[config.mk]
export PLATFORM = sky130hd
export DESIGN_NAME = axi_lite_master
export DESIGN_NICKNAME = d
export VERILOG_FILES = /design/src/rtl/axi_lite_master.sv
export SDC_FILE = /design/constraint.sdc
export NUM_CORES = 1
export LEC_CHECK = 0
export CORE_UTILIZATION = 35
export CTS_CLUSTER_DIAMETER = 60
export CTS_CLUSTER_SIZE = 24
export DETAILED_ROUTE_END_ITERATION = 6
export PLACE_DENSITY_LB_ADDON = 0.15
export SETUP_SLACK_MARGIN = 0.3
export SLEW_MARGIN = 30
export SYNTH_ARGS = -nofsm -noshare
export SYNTH_HDL_FRONTEND = slang
export SYNTH_SLANG_ARGS = --single-unit
[constraint.sdc]
create_clock -name ACLK -period 4.43 [get_ports ACLK]
set_input_delay 0.886 -clock ACLK [delete_from_list [all_inputs] [get_ports ACLK]]
set_output_delay 0.886 -clock ACLK [all_outputs]
set_load 0.02 [all_outputs]
[src/rtl/axi_lite_master.sv]
// Single-outstanding AXI4-Lite master: converts a valid/ready command port into one
// AXI4-Lite read or write at a time and returns the result on a response port.
module axi_lite_master #(
  parameter int ADDR_WIDTH     = 5,
  parameter int DATA_WIDTH     = 32,
  parameter int TIMEOUT_CYCLES = 256
) (
  input  logic                  ACLK,
  input  logic                  ARESET,
  input  logic                  cmd_valid,
  output logic                  cmd_ready,
  input  logic                  cmd_write,
  input  logic [ADDR_WIDTH-1:0] cmd_addr,
  input  logic [DATA_WIDTH-1:0] cmd_wdata,
  output logic                  rsp_valid,
  input  logic                  rsp_ready,
  output logic                  rsp_write,
  output logic [DATA_WIDTH-1:0] rsp_rdata,
  output logic                  busy,
  output logic                  timeout,
  output logic                  AWVALID,
  input  logic                  AWREADY,
  output logic [ADDR_WIDTH-1:0] AWADDR,
  output logic                  WVALID,
  input  logic                  WREADY,
  output logic [DATA_WIDTH-1:0] WDATA,
  input  logic                  BVALID,
  output logic                  BREADY,
  output logic                  ARVALID,
  input  logic                  ARREADY,
  output logic [ADDR_WIDTH-1:0] ARADDR,
  input  logic                  RVALID,
  output logic                  RREADY,
  input  logic [DATA_WIDTH-1:0] RDATA
);

  localparam int CW = (TIMEOUT_CYCLES > 0) ? $clog2(TIMEOUT_CYCLES + 1) : 1;
  localparam logic [CW-1:0] WD_LIMIT = CW'(TIMEOUT_CYCLES);
  localparam bit WD_EN = (TIMEOUT_CYCLES > 0);

  typedef enum logic [2:0] {
    IDLE    = 3'd0,
    WR_AW_W = 3'd1,
    WR_B    = 3'd2,
    RD_AR   = 3'd3,
    RD_R    = 3'd4,
    RSP     = 3'd5
  } state_t;

  state_t                state_q;
  logic                  cmd_ready_q;
  logic                  rsp_valid_q;
  logic                  rsp_write_q;
  logic [DATA_WIDTH-1:0] rsp_rdata_q;
  logic                  timeout_q;
  logic                  awvalid_q;
  logic [ADDR_WIDTH-1:0] awaddr_q;
  logic                  wvalid_q;
  logic [DATA_WIDTH-1:0] wdata_q;
  logic                  bready_q;
  logic                  arvalid_q;
  logic [ADDR_WIDTH-1:0] araddr_q;
  logic                  rready_q;
  logic [CW-1:0]         wd_cnt_q;
  logic [CW-1:0]         wd_cnt_d;
  logic                  waiting;
  logic                  accept;
  logic                  aw_done;
  logic                  w_done;

  assign waiting = (state_q == WR_AW_W) || (state_q == WR_B) ||
                   (state_q == RD_AR)   || (state_q == RD_R);
  assign accept  = (state_q == IDLE) && cmd_valid && cmd_ready_q;
  // A channel counts as done once its VALID has dropped or it handshakes this cycle.
  assign aw_done = !awvalid_q || AWREADY;
  assign w_done  = !wvalid_q || WREADY;

  always_comb begin
    wd_cnt_d = wd_cnt_q;
    if (WD_EN && waiting && (wd_cnt_q != WD_LIMIT)) begin
      wd_cnt_d = wd_cnt_q + CW'(1);
    end
  end

  always_ff @(posedge ACLK or posedge ARESET) begin
    if (ARESET) begin
      wd_cnt_q  <= '0;
      timeout_q <= 1'b0;
    end else if (accept) begin
      wd_cnt_q  <= '0;
      timeout_q <= 1'b0;
    end else begin
      wd_cnt_q <= wd_cnt_d;
      if (WD_EN && waiting && (wd_cnt_d == WD_LIMIT)) begin
        timeout_q <= 1'b1;
      end
    end
  end

  always_ff @(posedge ACLK or posedge ARESET) begin
    if (ARESET) begin
      state_q     <= IDLE;
      cmd_ready_q <= 1'b0;
      rsp_valid_q <= 1'b0;
      rsp_write_q <= 1'b0;
      rsp_rdata_q <= '0;
      awvalid_q   <= 1'b0;
      awaddr_q    <= '0;
      wvalid_q    <= 1'b0;
      wdata_q     <= '0;
      bready_q    <= 1'b0;
      arvalid_q   <= 1'b0;
      araddr_q    <= '0;
      rready_q    <= 1'b0;
    end else begin
      case (state_q)
        IDLE: begin
          cmd_ready_q <= 1'b1;
          if (accept) begin
            cmd_ready_q <= 1'b0;
            if (cmd_write) begin
              awaddr_q  <= cmd_addr;
              wdata_q   <= cmd_wdata;
              awvalid_q <= 1'b1;
              wvalid_q  <= 1'b1;
              state_q   <= WR_AW_W;
            end else begin
              araddr_q  <= cmd_addr;
              arvalid_q <= 1'b1;
              state_q   <= RD_AR;
            end
          end
        end
        WR_AW_W: begin
          if (awvalid_q && AWREADY) awvalid_q <= 1'b0;
          if (wvalid_q && WREADY)   wvalid_q  <= 1'b0;
          if (aw_done && w_done)    state_q   <= WR_B;
        end
        WR_B: begin
          // BREADY waits one cycle after BVALID so the slave sees BVALID&&!BREADY.
          if (BVALID && bready_q) begin
            bready_q    <= 1'b0;
            rsp_valid_q <= 1'b1;
            rsp_write_q <= 1'b1;
            rsp_rdata_q <= '0;
            state_q     <= RSP;
          end else if (BVALID) begin
            bready_q <= 1'b1;
          end
        end
        RD_AR: begin
          if (ARREADY) begin
            arvalid_q <= 1'b0;
            rready_q  <= 1'b1;
            state_q   <= RD_R;
          end
        end
        RD_R: begin
          if (RVALID && rready_q) begin
            rready_q    <= 1'b0;
            rsp_rdata_q <= RDATA;
            rsp_write_q <= 1'b0;
            rsp_valid_q <= 1'b1;
            state_q     <= RSP;
          end
        end
        RSP: begin
          if (rsp_ready) begin
            rsp_valid_q <= 1'b0;
            cmd_ready_q <= 1'b1;
            state_q     <= IDLE;
          end
        end
        default: begin
          state_q <= IDLE;
        end
      endcase
    end
  end

  assign cmd_ready = cmd_ready_q;
  assign rsp_valid = rsp_valid_q;
  assign rsp_write = rsp_write_q;
  assign rsp_rdata = rsp_rdata_q;
  assign busy      = (state_q != IDLE);
  assign timeout   = timeout_q;
  assign AWVALID   = awvalid_q;
  assign AWADDR    = awaddr_q;
  assign WVALID    = wvalid_q;
  assign WDATA     = wdata_q;
  assign BREADY    = bready_q;
  assign ARVALID   = arvalid_q;
  assign ARADDR    = araddr_q;
  assign RREADY    = rready_q;

endmodule
==> run_results.csv, run 1 <==
group,metric,value,unit
run_status,status,"finished, final reports clean",
drt,drt-wirelength-per-cell,15.2,µm
logic_synthesis,yosysTopAreaCellShare,61.1,%
floorplan,core-area,10800,µm²
timing,slew_viol_final,0,
clock_tree,cts_setup_buffers,0,
timing,tns,0,ns
global_routing,antenna_found_initial,0,
floorplan,initial_utilization,35.9,%
logic_synthesis,avgSynthCellArea,13.1,µm²
global_routing,grt_pass1_wl,14800,µm
logic_synthesis,syn_nets,377,
global_routing,grt.overflow.total,0,
placement,dp_cells,589,
final_layout,layout-drive-gt1-share,14.0,%
power_and_ir_drop,cellPowerDensity,254,nW/µm²
clock_tree,holdBufCountCts,0,
logic_synthesis,yosys_warnings,0,
timing,fmax,344,MHz
timing,worst_pin_slew,0.670,ns
final_layout,syn_to_final_growth,50.3,%
global_routing,grt_pass1_vias,3053,
final_layout,final_nets,541,
final_layout,fin_cells,605,
logic_synthesis,synth_top_cell_by_area,"dfrtp_1",
drt,drtPass1Iterations,4,
global_routing,grt_busiest_layer,"met2",
placement,place_area,5670,µm²
logic_synthesis,synth.area.top_cells,"dfrtp_1 61%, mux2_2 9.8%, a22o_1 7.4%",
logic_synthesis,synth_ff_type,"dfrtp_1",
logic_synthesis,netlist_area,3890,µm²
placement,place_congestion,0.800,
clock_tree,ctsResizeCount,0,
timing,finalClockSkew,0.0104,ns
logic_synthesis,yosysSeqAreaShare,61.1,%
clock_tree,clkLatencyLatePin,0.35,ns
final_layout,final_common_cell,"clkdlybuf4s50_1",
floorplan,die_h,107,µm
logic_synthesis,synthDistinctLibCells,48,
timing,relSlewSlack,55.2,%
timing,rsz0062_at_grt,"false",
global_routing,grt_use_met2,26.1,%
worst_hold_path,hp-class,"reg2reg",
worst_setup_path,path_class,"reg2out",
floorplan,io_pins,163,
global_routing,globalRouteMet1Util,21.1,%
clock_tree,ctsRootBufferMaster,"clkbuf_8",
power_and_ir_drop,peakVddDrop,0.115,mV
placement,hpwl,6680,µm
worst_setup_path,crit_fanout,16,
logic_synthesis,synth_edf_count,0,
timing,fin_crit,2.91,ns
floorplan,die_x,107,µm
logic_synthesis,netlist_instances,296,
drt,wl,9190,µm
drt,viasPerCell,4.85,
global_routing,grt_util_met3,4.30,%
flow_run,maxCapViolCount,0,
worst_setup_path,critPathRequiredTime,3.54,ns
worst_setup_path,endpoint_kind,"primary output",
logic_synthesis,async_flop_share,100,%
global_routing,grtUsageTotal,16.4,%
final_layout,fin_util,54.0,%
worst_setup_path,crit_chain,"nor3_2 -> inv_2 -> clkdlybuf4s50_1",
worst_setup_path,timing.critical_path.buf_inv,2,
power_and_ir_drop,total_leakage_power,2.66,nW
timing,hold_viol_final,0,
worst_setup_path,crit_slowest_cell,"dfrtp_1",
placement,io_buffers,162,
timing,finalCritPeriodShare,65.6,%
final_layout,diodes,0,
worst_setup_path,slowest_delay,0.58,ns
drt,antenna_left,0,
timing,setup_violations,0,
clock_tree,cts_tree,"done",
worst_setup_path,cp-start-kind,"register",
drt,vias,2936,
floorplan,dieArea,11500,µm²
floorplan,fp-row-count,38,
logic_synthesis,ys_seq_elements,95,
clock_tree,cts.sinks,95,
final_layout,nFillCells,970,
worst_setup_path,critPathTopFamily,"buffers and inverters",
clock_tree,htreeDepth,3,
drt,first_iter_violations,73,
timing,hold_slack,0.506,ns
worst_setup_path,cp.arrival,2.02,ns
drt,drcViolationCount,0,
clock_tree,cts_made_buffers,9,
global_routing,grt_max_degree,43,
final_layout,final_cell_mix,"162 x clkdlybuf4s50_1, 95 x dfrtp_1, 34 x mux2_2",
clock_tree,path_clk_slew,0.09,ns
clock_tree,clockBufferDepth,2,
final_layout,design_area,5850,µm²
[stage by stage]
step | total power, mW | setup slack (ns)
finish | 1.49 | 1.52
global route | 1.55 | 1.44
CTS | 1.51 | 1.50
detailed placement | 0.976 | 1.39
global placement | 0.975 | 1.31
floorplan | 0.898 | 1.07
[cells in the mapped netlist, types with 4 or more instances]
cell type,count
clkbuf_1,5
xor2_1,4
a21oi_1,12
buf_2,7
mux2_2,34
a22o_1,33
nand2_1,17
dfrtp_1,95
nor2_1,18
mux2_1,10
inv_1,6
nor3_1,5
and3_1,4
[final cells by class]
cell class                      instances  area [µm²]  share of cell area, %
Clock buffer                           10         138                   2.35
Clock inverter                          6        45.0                  0.770
Inverter                                7        28.8                  0.492
Multi-Input combinational cell        180        1430                   24.4
Sequential cell                        95        2380                   40.6
Tap cell                              140         175                   2.99
Timing Repair Buffer                  167        1660                   28.4
[power breakdown]
group,internal [mW],switching (mW)
registers,0.866,0
clock network,0.221,0.308
logic,0.0617,0.0285
[sequential cells by signal, indices dropped and copies added, names as in the netlist, 3 cells and up]
register	cells
WDATA	32
rsp_rdata	32
wd_cnt_q	9
ARADDR	5
AWADDR	5
state_q	3
[logic make-up (layout without fill, tap and decap cells)]
| group | count (synthesis) | in the layout | share of synthesized area (%) |
|---|---|---|---|
| mux | 45 | 45 | 13.0 |
| fa+ha+maj | 2 | 2 | 0.643 |
| xor+xnor | 7 | 7 | 1.58 |
| buf+inv | 21 | 190 | 2.54 |
| flops | 95 | 95 | 61.1 |
| compound gates | 63 | 63 | 12.7 |
| simple gates | 63 | 63 | 8.49 |
[metal layers]
layer | vias to the layer above | share of wire, %
met5 | - | 0
met4 | 0 | 1.6
met3 | 12 | 6.5
met2 | 97 | 48
met1 | 1430 | 44
li1 | 1397 | -
[worst paths after layout]
| check | startpoint | end | slack (ns) | cells after the start |
|---|---|---|---|---|
| min in group asynchronous | ARESET | state_q[1] | 0.96 | 2 |
| min reg2reg | BREADY | BREADY | 0.51 | 1 |
| min | BREADY | BREADY | 0.51 | 1 |
| max in group asynchronous | ARESET | WDATA[12] | 2.73 | 3 |
| max | state_q[0] | busy | 1.52 | 3 |
| max reg2reg | state_q[0] | WDATA[2] | 1.87 | 7 |
(Power assumes the default switching activity.)
==> inputs of run 2 (changes only) <==
- clock period: 4.43 -> 2.7 ns (I/O delays scaled with it)
==> run 2 against run 1 <==
Largest cell class unchanged; combinational power is 71% higher; total power is 68% higher; die area unchanged; design area grew 1.3%; non-clock buffer count is 3 higher; wire length increased by 0.58%; register-to-register slack got worse by 1.2 ns; clock skew decreased by 0.0011 ns.
==> run_results.csv, run 2 (same netlist as run 1, synthesis figures left out) <==
group,metric,value,unit
worst_hold_path,whs_path_depth,1,
floorplan,die_x,107,µm
timing,hold_slack,0.497,ns
timing,tns,0,ns
final_layout,syn_to_final_growth,52.3,%
floorplan,fp-row-count,38,
power_and_ir_drop,peakVddDrop,0.211,mV
floorplan,dieArea,11500,µm²
power_and_ir_drop,p_comb_share,6.2,%
clock_tree,cts.sinks,95,
clock_tree,ctsResizeCount,2,
power_and_ir_drop,p_switching,0.536,mW
timing,hold_viol_final,0,
worst_setup_path,critPathRequiredTime,2.16,ns
timing,rsz0062_at_grt,"false",
final_layout,layout-drive-gt1-share,14.3,%
power_and_ir_drop,cellPowerDensity,421,nW/µm²
timing,relSlewSlack,54.7,%
worst_setup_path,startpoint,"state_q[1]",
drt,first_iter_violations,85,
final_layout,nFillCells,962,
drt,drtPass1Iterations,4,
drt,drcViolationCount,0,
global_routing,antenna_found_initial,0,
clock_tree,path_clk_slew,0.09,ns
worst_setup_path,worstRegToRegCells,6,
global_routing,grt_max_degree,38,
drt,drt-wirelength-per-cell,15.2,µm
worst_hold_path,hp-class,"reg2reg",
drt,antenna_left,0,
worst_hold_path,hold_end,"timeout",
worst_setup_path,reg2reg_to,"WDATA[30]",
final_layout,final_cell_mix,"161 x clkdlybuf4s50_1, 93 x dfrtp_1, 34 x mux2_2",
clock_tree,cts_tree,"done",
floorplan,io_pins,163,
run_status,status,"finished, final reports clean",
placement,place_congestion,0.828,
clock_tree,cts_setup_buffers,0,
power_and_ir_drop,clkPwrFrac,36.8,%
flow_run,maxCapViolCount,0,
drt,vias,2973,
final_layout,final_nets,544,
worst_setup_path,path_class,"reg2out",
drt,wl,9250,µm
timing,setup_violations,0,
floorplan,initial_utilization,35.9,%
final_layout,diodes,0,
worst_setup_path,endpoint_kind,"primary output",
clock_tree,clockBufferDepth,2,
global_routing,grt_pass1_vias,3050,
timing,slew_viol_final,0,
timing,setup_ws,0.694,ns
worst_setup_path,rr_startpoint,"state_q[1]",
power_and_ir_drop,swShare,21.5,%
clock_tree,clkLatencyLatePin,0.35,ns
timing,fin_crit,2.01,ns
worst_setup_path,cp-start-kind,"register",
placement,dp_slack,0.428,ns
timing,worst_pin_slew,0.678,ns
worst_hold_path,hold_start,"timeout",
floorplan,core-area,10800,µm²
timing,fmax,499,MHz
final_layout,final_common_cell,"clkdlybuf4s50_1",
timing,finalCritPeriodShare,74.3,%
clock_tree,ctsRootBufferMaster,"clkbuf_8",
power_and_ir_drop,seqPwrFrac,57.0,%
global_routing,grt_pass1_wl,14700,µm
clock_tree,htreeDepth,3,
global_routing,grt.overflow.total,0,
power_and_ir_drop,total_leakage_power,2.68,nW
worst_setup_path,cp.arrival,1.47,ns
global_routing,grtUsageTotal,16.6,%
clock_tree,cts_made_buffers,9,
timing,finalClockSkew,0.00933,ns
drt,viasPerCell,4.90,
placement,io_buffers,162,
worst_setup_path,crit_fanout,12,
clock_tree,holdBufCountCts,0,
placement,hpwl,6670,µm
worst_setup_path,ff2ff_setup_slack,0.72,ns
floorplan,die_h,107,µm
power_and_ir_drop,intPower,1.96,mW
run 2: how the worst max path moves through the flow:
stage,cells after the start,endpoint,slack (ns)
2_1_floorplan,7,AWADDR[0],0.89
3_3_place_gp,6,state_q[0],0.41
3_5_place_dp,7,rsp_rdata[20],0.43
4_1_cts,3,busy,0.33
5_1_grt,3,busy,0.63
6_report,3,busy,0.69
run 2: cell type report:
| type | instances | area, µm² | share of cell area [%] |
|---|---|---|---|
| Inverter | 7 | 30.0 | 0.507 |
| Multi-Input combinational cell | 180 | 1430 | 24.2 |
| Sequential cell | 95 | 2380 | 40.2 |
| Tap cell | 140 | 175 | 2.96 |
| Clock inverter | 4 | 56.3 | 0.950 |
| Clock buffer | 11 | 131 | 2.22 |
| Timing Repair Buffer | 170 | 1720 | 29.0 |
run 2: power by group through the flow:
stage | Clock [mW] | Combinational (mW) | Sequential, mW
after floorplan | 0 | 0.0235 | 1.45
after global placement | 0 | 0.155 | 1.45
after detailed placement | 0 | 0.158 | 1.45
after CTS | 0.959 | 0.159 | 1.42
after global routing | 1.02 | 0.169 | 1.42
final | 0.918 | 0.154 | 1.42
run 2: per-layer routing:
metal	up-vias	share of wire [%]	track usage, %
met3	6	8.1	5.63
met2	106	47	26.5
met4	0	0.88	6.07
met5	-	0	0
met1	1456	44	21.0
li1	1405	-	-
run 2: critical path, stage by stage (launching register included):
cell and delay [ns]:
dfrtp_2 0.51, nor3_4 0.27, inv_2 0.11, dlymetal6s2s_1 0.22
run 2: stage by stage:
stage | instance area (µm²) | power (mW) | std cells | util [%]
CTS | 5920 | 2.54 | 607 | 54.6
finish | 5930 | 2.49 | 607 | 54.7
detailed placement | 5730 | 1.61 | 592 | 52.8
global placement | 5730 | 1.61 | 592 | 52.8
floorplan | 3890 | 1.47 | 296 | -
global route | 5930 | 2.61 | 607 | 54.7
